File: src/rtl/cnn_seq_ctrl.sv
// Purpose: frame sequencer; streams an IMG_W x IMG_H image from memory to the conv datapath, clamps results and writes them back.
// Latency: first read request the cycle after start_i; one read per 2 cycles on zero-wait memory; pixel strobe in the rvalid cycle.
// Backpressure: res_ready_o drops combinationally when the write FIFO is full; a memory request is held stable until mem_gnt_i.
//
// Ports:
//   clk_i, rst_ni                 clock, asynchronous active-low reset
//   start_i, abort_i              frame control (start honoured in IDLE, abort in RUN/DRAIN)
//   in_base_i, out_base_i         byte base addresses latched at start
//   busy_o, done_o                status (done_o pulses once on normal completion)
//   mem_*                         single shared memory port, one transaction outstanding
//   pix_o, pix_valid_o            pixel stream to the line buffer
//   res_data_i/valid_i/ready_o    signed datapath results
// Optional feature: define CNN_SEQ_POOL_EN for 2x2 max pooling of the clamped results.
module cnn_seq_ctrl #(
    parameter int IMG_W       = 28,
    parameter int IMG_H       = 28,
    parameter int ADDR_WIDTH  = 32,
    parameter int WFIFO_DEPTH = 4
) (
    input  logic                  clk_i,
    input  logic                  rst_ni,
    input  logic                  start_i,
    input  logic                  abort_i,
    input  logic [ADDR_WIDTH-1:0] in_base_i,
    input  logic [ADDR_WIDTH-1:0] out_base_i,
    output logic                  busy_o,
    output logic                  done_o,
    output logic                  mem_req_o,
    output logic                  mem_we_o,
    output logic [ADDR_WIDTH-1:0] mem_addr_o,
    output logic [7:0]            mem_wdata_o,
    input  logic                  mem_gnt_i,
    input  logic                  mem_rvalid_i,
    input  logic [7:0]            mem_rdata_i,
    output logic [7:0]            pix_o,
    output logic                  pix_valid_o,
    input  logic [31:0]           res_data_i,
    input  logic                  res_valid_i,
    output logic                  res_ready_o
);
    localparam logic [ADDR_WIDTH-1:0] N_PIX = ADDR_WIDTH'(IMG_W * IMG_H);
    localparam logic [ADDR_WIDTH-1:0] N_RES = ADDR_WIDTH'((IMG_W - 2) * (IMG_H - 2));
`ifdef CNN_SEQ_POOL_EN
    localparam logic [ADDR_WIDTH-1:0] N_OUT = ADDR_WIDTH'((IMG_W - 2) * (IMG_H - 2) / 4);
`else
    localparam logic [ADDR_WIDTH-1:0] N_OUT = N_RES;
`endif
    localparam int FA = $clog2(WFIFO_DEPTH);

    typedef enum logic [2:0] {S_IDLE, S_RUN, S_DRAIN, S_ABORT, S_DONE} state_t;
    state_t state_q, state_d;

    logic [ADDR_WIDTH-1:0] in_base_q, out_base_q, pix_cnt_q, res_cnt_q, wr_cnt_q;
    logic                  req_q, we_q, out_q;
    logic [ADDR_WIDTH-1:0] addr_q;
    logic [7:0]            wdata_q;

    logic [7:0]  fifo_mem [WFIFO_DEPTH];
    logic [FA-1:0] wr_ptr_q, rd_ptr_q;
    logic [FA:0] fifo_cnt_q;

    logic active, fifo_empty, fifo_full, gnt_fire, rsp_fire, port_idle, port_free;
    logic issue_ok, issue_wr, issue_rd, res_fire, start_fire, flush;
    logic push_vld, pop_vld;
    logic [7:0] clamp_dat, push_dat;

    assign active     = (state_q == S_RUN) || (state_q == S_DRAIN);
    assign fifo_empty = (fifo_cnt_q == '0);
    assign fifo_full  = (fifo_cnt_q == (FA+1)'(WFIFO_DEPTH));
    assign gnt_fire   = req_q && mem_gnt_i;
    assign rsp_fire   = out_q && mem_rvalid_i;
    assign port_idle  = !req_q && !out_q;
    // The port frees up at the end of the rvalid cycle, so the next request
    // is registered on that edge and appears the following cycle.
    assign port_free  = port_idle || rsp_fire;
    assign issue_ok   = active && !abort_i && port_free;
    assign issue_wr   = issue_ok && !fifo_empty;
    assign issue_rd   = issue_ok && fifo_empty && (pix_cnt_q < N_PIX);
    assign res_fire   = res_valid_i && res_ready_o;
    assign start_fire = (state_q == S_IDLE) && start_i;
    assign flush      = (state_q == S_ABORT) && port_idle;
    assign pop_vld    = gnt_fire && we_q;

    always_comb begin
        clamp_dat = res_data_i[7:0];
        if (res_data_i[31])          clamp_dat = 8'h00;
        else if (|res_data_i[30:8])  clamp_dat = 8'hFF;
    end

`ifdef CNN_SEQ_POOL_EN
    localparam int RW = IMG_W - 2;
    localparam int PW = RW / 2;
    localparam int CW = $clog2(RW);

    logic [7:0]    row_buf [PW];
    logic [CW-1:0] col_q;
    logic          row_odd_q;
    logic [7:0]    first_q, pair_max, buf_val;

    assign pair_max = (first_q > clamp_dat) ? first_q : clamp_dat;
    assign buf_val  = row_buf[col_q[CW-1:1]];
    assign push_vld = res_fire && row_odd_q && col_q[0];
    assign push_dat = (buf_val > pair_max) ? buf_val : pair_max;

    always_ff @(posedge clk_i or negedge rst_ni) begin
        if (!rst_ni) begin
            col_q     <= '0;
            row_odd_q <= 1'b0;
            first_q   <= '0;
            for (int i = 0; i < PW; i++) row_buf[i] <= '0;
        end else if (start_fire) begin
            col_q     <= '0;
            row_odd_q <= 1'b0;
        end else if (res_fire) begin
            if (!col_q[0])      first_q <= clamp_dat;
            else if (!row_odd_q) row_buf[col_q[CW-1:1]] <= pair_max;
            if (col_q == CW'(RW - 1)) begin
                col_q     <= '0;
                row_odd_q <= !row_odd_q;
            end else begin
                col_q <= col_q + CW'(1);
            end
        end
    end
`else
    assign push_vld = res_fire;
    assign push_dat = clamp_dat;
`endif

    // State register
    always_ff @(posedge clk_i or negedge rst_ni) begin
        if (!rst_ni) state_q <= S_IDLE;
        else         state_q <= state_d;
    end

    // Next-state logic
    always_comb begin
        state_d = state_q;
        case (state_q)
            S_IDLE:  if (start_i) state_d = S_RUN;
            S_RUN: begin
                if (abort_i)               state_d = S_ABORT;
                else if (pix_cnt_q == N_PIX) state_d = S_DRAIN;
            end
            S_DRAIN: begin
                if (abort_i) state_d = S_ABORT;
                else if ((wr_cnt_q == N_OUT) && fifo_empty && port_idle) state_d = S_DONE;
            end
            S_ABORT: if (port_idle) state_d = S_IDLE;
            S_DONE:  state_d = S_IDLE;
            default: state_d = S_IDLE;
        endcase
    end

    // Outputs
    always_comb begin
        busy_o      = (state_q != S_IDLE);
        done_o      = (state_q == S_DONE);
        res_ready_o = active && !fifo_full && (res_cnt_q < N_RES);
        mem_req_o   = req_q;
        mem_we_o    = we_q;
        mem_addr_o  = addr_q;
        mem_wdata_o = wdata_q;
        // A read returning during ABORT is swallowed here.
        pix_valid_o = rsp_fire && !we_q && active;
        pix_o       = pix_valid_o ? mem_rdata_i : 8'h00;
    end

    // Memory port, counters and bases
    always_ff @(posedge clk_i or negedge rst_ni) begin
        if (!rst_ni) begin
            in_base_q  <= '0;
            out_base_q <= '0;
            pix_cnt_q  <= '0;
            res_cnt_q  <= '0;
            wr_cnt_q   <= '0;
            req_q      <= 1'b0;
            we_q       <= 1'b0;
            out_q      <= 1'b0;
            addr_q     <= '0;
            wdata_q    <= '0;
        end else if (start_fire) begin
            in_base_q  <= in_base_i;
            out_base_q <= out_base_i;
            pix_cnt_q  <= '0;
            res_cnt_q  <= '0;
            wr_cnt_q   <= '0;
            req_q      <= 1'b1;
            we_q       <= 1'b0;
            addr_q     <= in_base_i;
        end else begin
            if (gnt_fire) begin
                req_q <= 1'b0;
                out_q <= 1'b1;
                if (we_q) wr_cnt_q  <= wr_cnt_q + ADDR_WIDTH'(1);
                else      pix_cnt_q <= pix_cnt_q + ADDR_WIDTH'(1);
            end
            if (rsp_fire) out_q <= 1'b0;
            if (issue_wr) begin
                req_q   <= 1'b1;
                we_q    <= 1'b1;
                addr_q  <= out_base_q + wr_cnt_q;
                wdata_q <= fifo_mem[rd_ptr_q];
            end else if (issue_rd) begin
                req_q  <= 1'b1;
                we_q   <= 1'b0;
                addr_q <= in_base_q + pix_cnt_q;
            end
            if (res_fire) res_cnt_q <= res_cnt_q + ADDR_WIDTH'(1);
        end
    end

    // Write FIFO; the head stays in place until its write is granted.
    always_ff @(posedge clk_i or negedge rst_ni) begin
        if (!rst_ni) begin
            wr_ptr_q   <= '0;
            rd_ptr_q   <= '0;
            fifo_cnt_q <= '0;
        end else if (flush || start_fire) begin
            wr_ptr_q   <= '0;
            rd_ptr_q   <= '0;
            fifo_cnt_q <= '0;
        end else begin
            if (push_vld) wr_ptr_q <= wr_ptr_q + FA'(1);
            if (pop_vld)  rd_ptr_q <= rd_ptr_q + FA'(1);
            if (push_vld && !pop_vld)      fifo_cnt_q <= fifo_cnt_q + (FA+1)'(1);
            else if (!push_vld && pop_vld) fifo_cnt_q <= fifo_cnt_q - (FA+1)'(1);
        end
    end

    always_ff @(posedge clk_i) begin
        if (push_vld) fifo_mem[wr_ptr_q] <= push_dat;
    end
endmodule
File: config.mk
export PLATFORM = sky130hd
export DESIGN_NAME = cnn_seq_ctrl
export DESIGN_NICKNAME = d
export VERILOG_FILES = /design/src/rtl/cnn_seq_ctrl.sv
export SDC_FILE = /design/constraint.sdc
export NUM_CORES = 1
export LEC_CHECK = 0
export CAP_MARGIN = 20
export CORE_MARGIN = 10
export CORE_UTILIZATION = 55
export DETAILED_ROUTE_END_ITERATION = 7
export PLACE_DENSITY_LB_ADDON = 0.1
export SYNTH_ARGS = -nofsm -noshare
export SYNTH_HDL_FRONTEND = slang
export SYNTH_SLANG_ARGS = --single-unit
File: constraint.sdc
create_clock -name clk_i -period 3.1 [get_ports clk_i]
set_input_delay 0.31 -clock clk_i [delete_from_list [all_inputs] [get_ports clk_i]]
set_output_delay 0.31 -clock clk_i [all_outputs]
set_load 0.005 [all_outputs]
==> results.cfg <==
[synthesis]
synthArstFlopShare = 0.869
yosysMostFrequentCell = nand2_1
synth_cell_types = 78
syn_inst = 1594
yosys.area.top_type_share = 0.374
syn-num-nets = 1779
synth_edf_count = 32
synth_ff_type = dfrtp_1
synthTopCellsByArea = dfrtp_1 (37%), nand2_1 (8.9%), edfxtp_1 (6.7%)
netlist_area_sq_um = 14200
synth_seq_area_share = 0.442
ys_top_cells_by_count = nand2_1 (339), dfrtp_1 (213), nor2_1 (137)
yosys.area.top_type = dfrtp_1
yosys_warnings = 0
syn_avg_cell_area_sq_um = 8.93
ys_ff_latch = 245

[worst_hold_path]
hold_class = primary input to flip-flop
whs_endpoint = out_base_q[18]
min_from = out_base_i[18]
min_path_cells = 3

[cells_and_area]
stdcell_count = 2102
drive_gt1_frac = 0.0626
num-fill-cells = 2041
diodes = 0
utilization = 0.680
nets = 1936
ff_latch_area_sq_um = 6290
multi_input_area_sq_um = 7590
area_delta_synth_final_pct = 20.9

[critical_path]
r2r_cells = 12
worst_setup_path_end_kind = flip-flop
crit_chain = ha_1 -> inv_1 -> fa_1 -> nor2b_1 -> o31a_1 -> o21bai_1 -> nand2_1 -> a211o_1 -> nor4_2 -> nor4_1 -> o21ai_0 -> a22o_1
slowest_delay_ns = 0.38
cp.buffers_inverters = 1
crit-reg2reg-capture = mem_addr_o[30]
rrSetupSlack_ns = 0.16
worst_setup_path_start_kind = flip-flop
critPathKind = flip-flop to flip-flop
crit_cells = 12
crit_start = in_base_q[0]
crit-reg2reg-launch = in_base_q[0]
cpMaxStageDelayCell = dfrtp_1
cp.arrival_ns = 3.43
required_ns = 3.59
crit_family = compound AO/OA/AOI/OAI gates
path_max_fanout = 4

[global_routing]
grt_pass1_wl_mm = 65.7
antenna_found_initial = 0
overflow = 0
grtUsageTotal = 0.241
grt_max_degree = 166
grt_pass1_vias = 12000

[floorplan]
initial_core_util = 0.562
io_pins = 165
dieArea_sq_um = 32700
die_w_um = 181
die_y_um = 181
coreArea_sq_um = 25300
row_count = 58

[detailed_routing]
vias = 12200
ant_nets = 0
drc = 0
drt_wl_total_mm = 40.4
wire_per_inst_um = 19.2
first_pass_iters = 5
dr.first_iter.drc_count = 1036
via_per_inst = 5.81

[pwr]
switching_power_w = 0.00515
switching_share = 0.386
p_leak_nw = 7.89
power.share.clock = 0.235
power.share.combinational = 0.408
powerDensity_nw_per_um2 = 776
ir_drop_v = 0.000591
pwr-share-seq = 0.357
p_int_w = 0.00820

[sta]
max_freq_mhz = 340
hold_viol_final = 0
post-route-period-util = 0.948
grt_setup_unrepaired = no
maxSlewHeadroom = 0.276
period_minus_slack_ns = 2.94
fin_setup_tns_ns = 0
layout_setup_ws_ns = 0.161
clock-skew-final_ns = 0.0233
setup_viol = 0
hold_slack_ns = 0.279
worst-slew-pin-transition_ns = 1.08
slew_viol_final = 0

[clocking]
cts_setup_buffers = 0
htree_levels = 1
cts_tree = yes
clk_pin_slew_ns = 0.06
cts_sinks = 245
root_buffer = clkbuf_16
cts_made_buffers = 27
clockBufferDepth = 3
clkLatencyLatePin_ns = 0.57

[placed_design]
numPortBuffers = 164
place_ws_ns = 0.199
place_inst = 2051
dp_hpwl_mm = 29.4
routabilityCongestion = 0.920

[status]
run_status = completed

[flow_run]
maxCapViolations = 0
[per-stage QoR]
stage	instance area, sq um	total power, W
6_report	17200	0.0134
5_1_grt	17200	0.0142
4_1_cts	17200	0.0134
3_5_place_dp	16300	0.0102
3_3_place_gp	16300	0.0101
2_1_floorplan	14200	0.00795
[logic make-up (layout without fill, tap and decap cells)]
logic type	Yosys count	count (layout)	synth area share
simple gates	739	739	0.241
xor+xnor	118	118	0.0726
mux	14	14	0.0170
fa+ha+maj	74	74	0.0666
flops	245	245	0.442
compound gates	307	307	0.135
buf+inv	97	275	0.0266
[registers in the layout (all words and copies together), names as in the netlist, 3 cells and up]
| name | cells |
|---|---|
| fifo_cnt_q | 3 |
| fifo_mem | 32 |
| in_base_q | 32 |
| mem_addr_o | 32 |
| mem_wdata_o | 8 |
| out_base_q | 32 |
| pix_cnt_q | 32 |
| res_cnt_q | 32 |
| state_q | 3 |
| wr_cnt_q | 32 |
[worst max path at each step]
stage | end
after floorplan | mem_addr_o[30]
after global placement | mem_addr_o[30]
after detailed placement | mem_addr_o[30]
after CTS | pix_o[2]
after global routing | fifo_cnt_q[2]
final | mem_addr_o[30]
[power groups by stage]
stage / Combinational (W) / Clock, W / Sequential, W
after detailed placement: 0.00539 / 0 / 0.00479
final: 0.00545 / 0.00314 / 0.00476
after global routing: 0.00604 / 0.00333 / 0.00487
after floorplan: 0.00339 / 0 / 0.00456
after CTS: 0.00544 / 0.00320 / 0.00476
after global placement: 0.00529 / 0 / 0.00478
[cell type report]
cell class                      instances  share of cell area
Clock buffer                           37              0.0438
Timing Repair Buffer                  198               0.113
Clock inverter                         13             0.00647
Inverter                               27             0.00589
Tap cell                              330              0.0240
Multi-Input combinational cell       1252               0.441
Sequential cell                       245               0.366
[layout by cell type (no fill, tap or decap), types with 31 or more instances in the layout]
cell	netlist	final
xor2_1	72	72
ha_1	71	71
dfrtp_1	213	211
nand3_1	46	46
nand4_1	36	36
clkdlybuf4s50_1	0	163
xnor2_1	46	46
a21oi_1	98	97
edfxtp_1	32	32
nand2_1	339	339
o21ai_0	78	77
nor3_1	31	31
nor2_1	137	136
nor2b_1	31	31
[tightest hold or removal path, cell delays in order]
cell             delay, ns
clkdlybuf4s50_1       0.39
nand2_1               0.05
nand2_1               0.04
[what timing repair did]
| item | 4_1_cts | 5_1_grt |
|---|---|---|
| hold endpoints to repair | 87 | 0 |
| setup endpoints to repair | 0 | 3 |
| hold buffers | 1 | 0 |
| gates resized for setup | 0 | 5 |
[metal layers]
metal,part of all wire,up-vias,GRT usage
met5,0,-,0
met4,0.022,0,0.0564
met3,0.057,49,0.0440
li1,-,5912,-
met2,0.47,362,0.386
met1,0.45,5896,0.333
No activity file was read; power rests on OpenSTA's default activity.
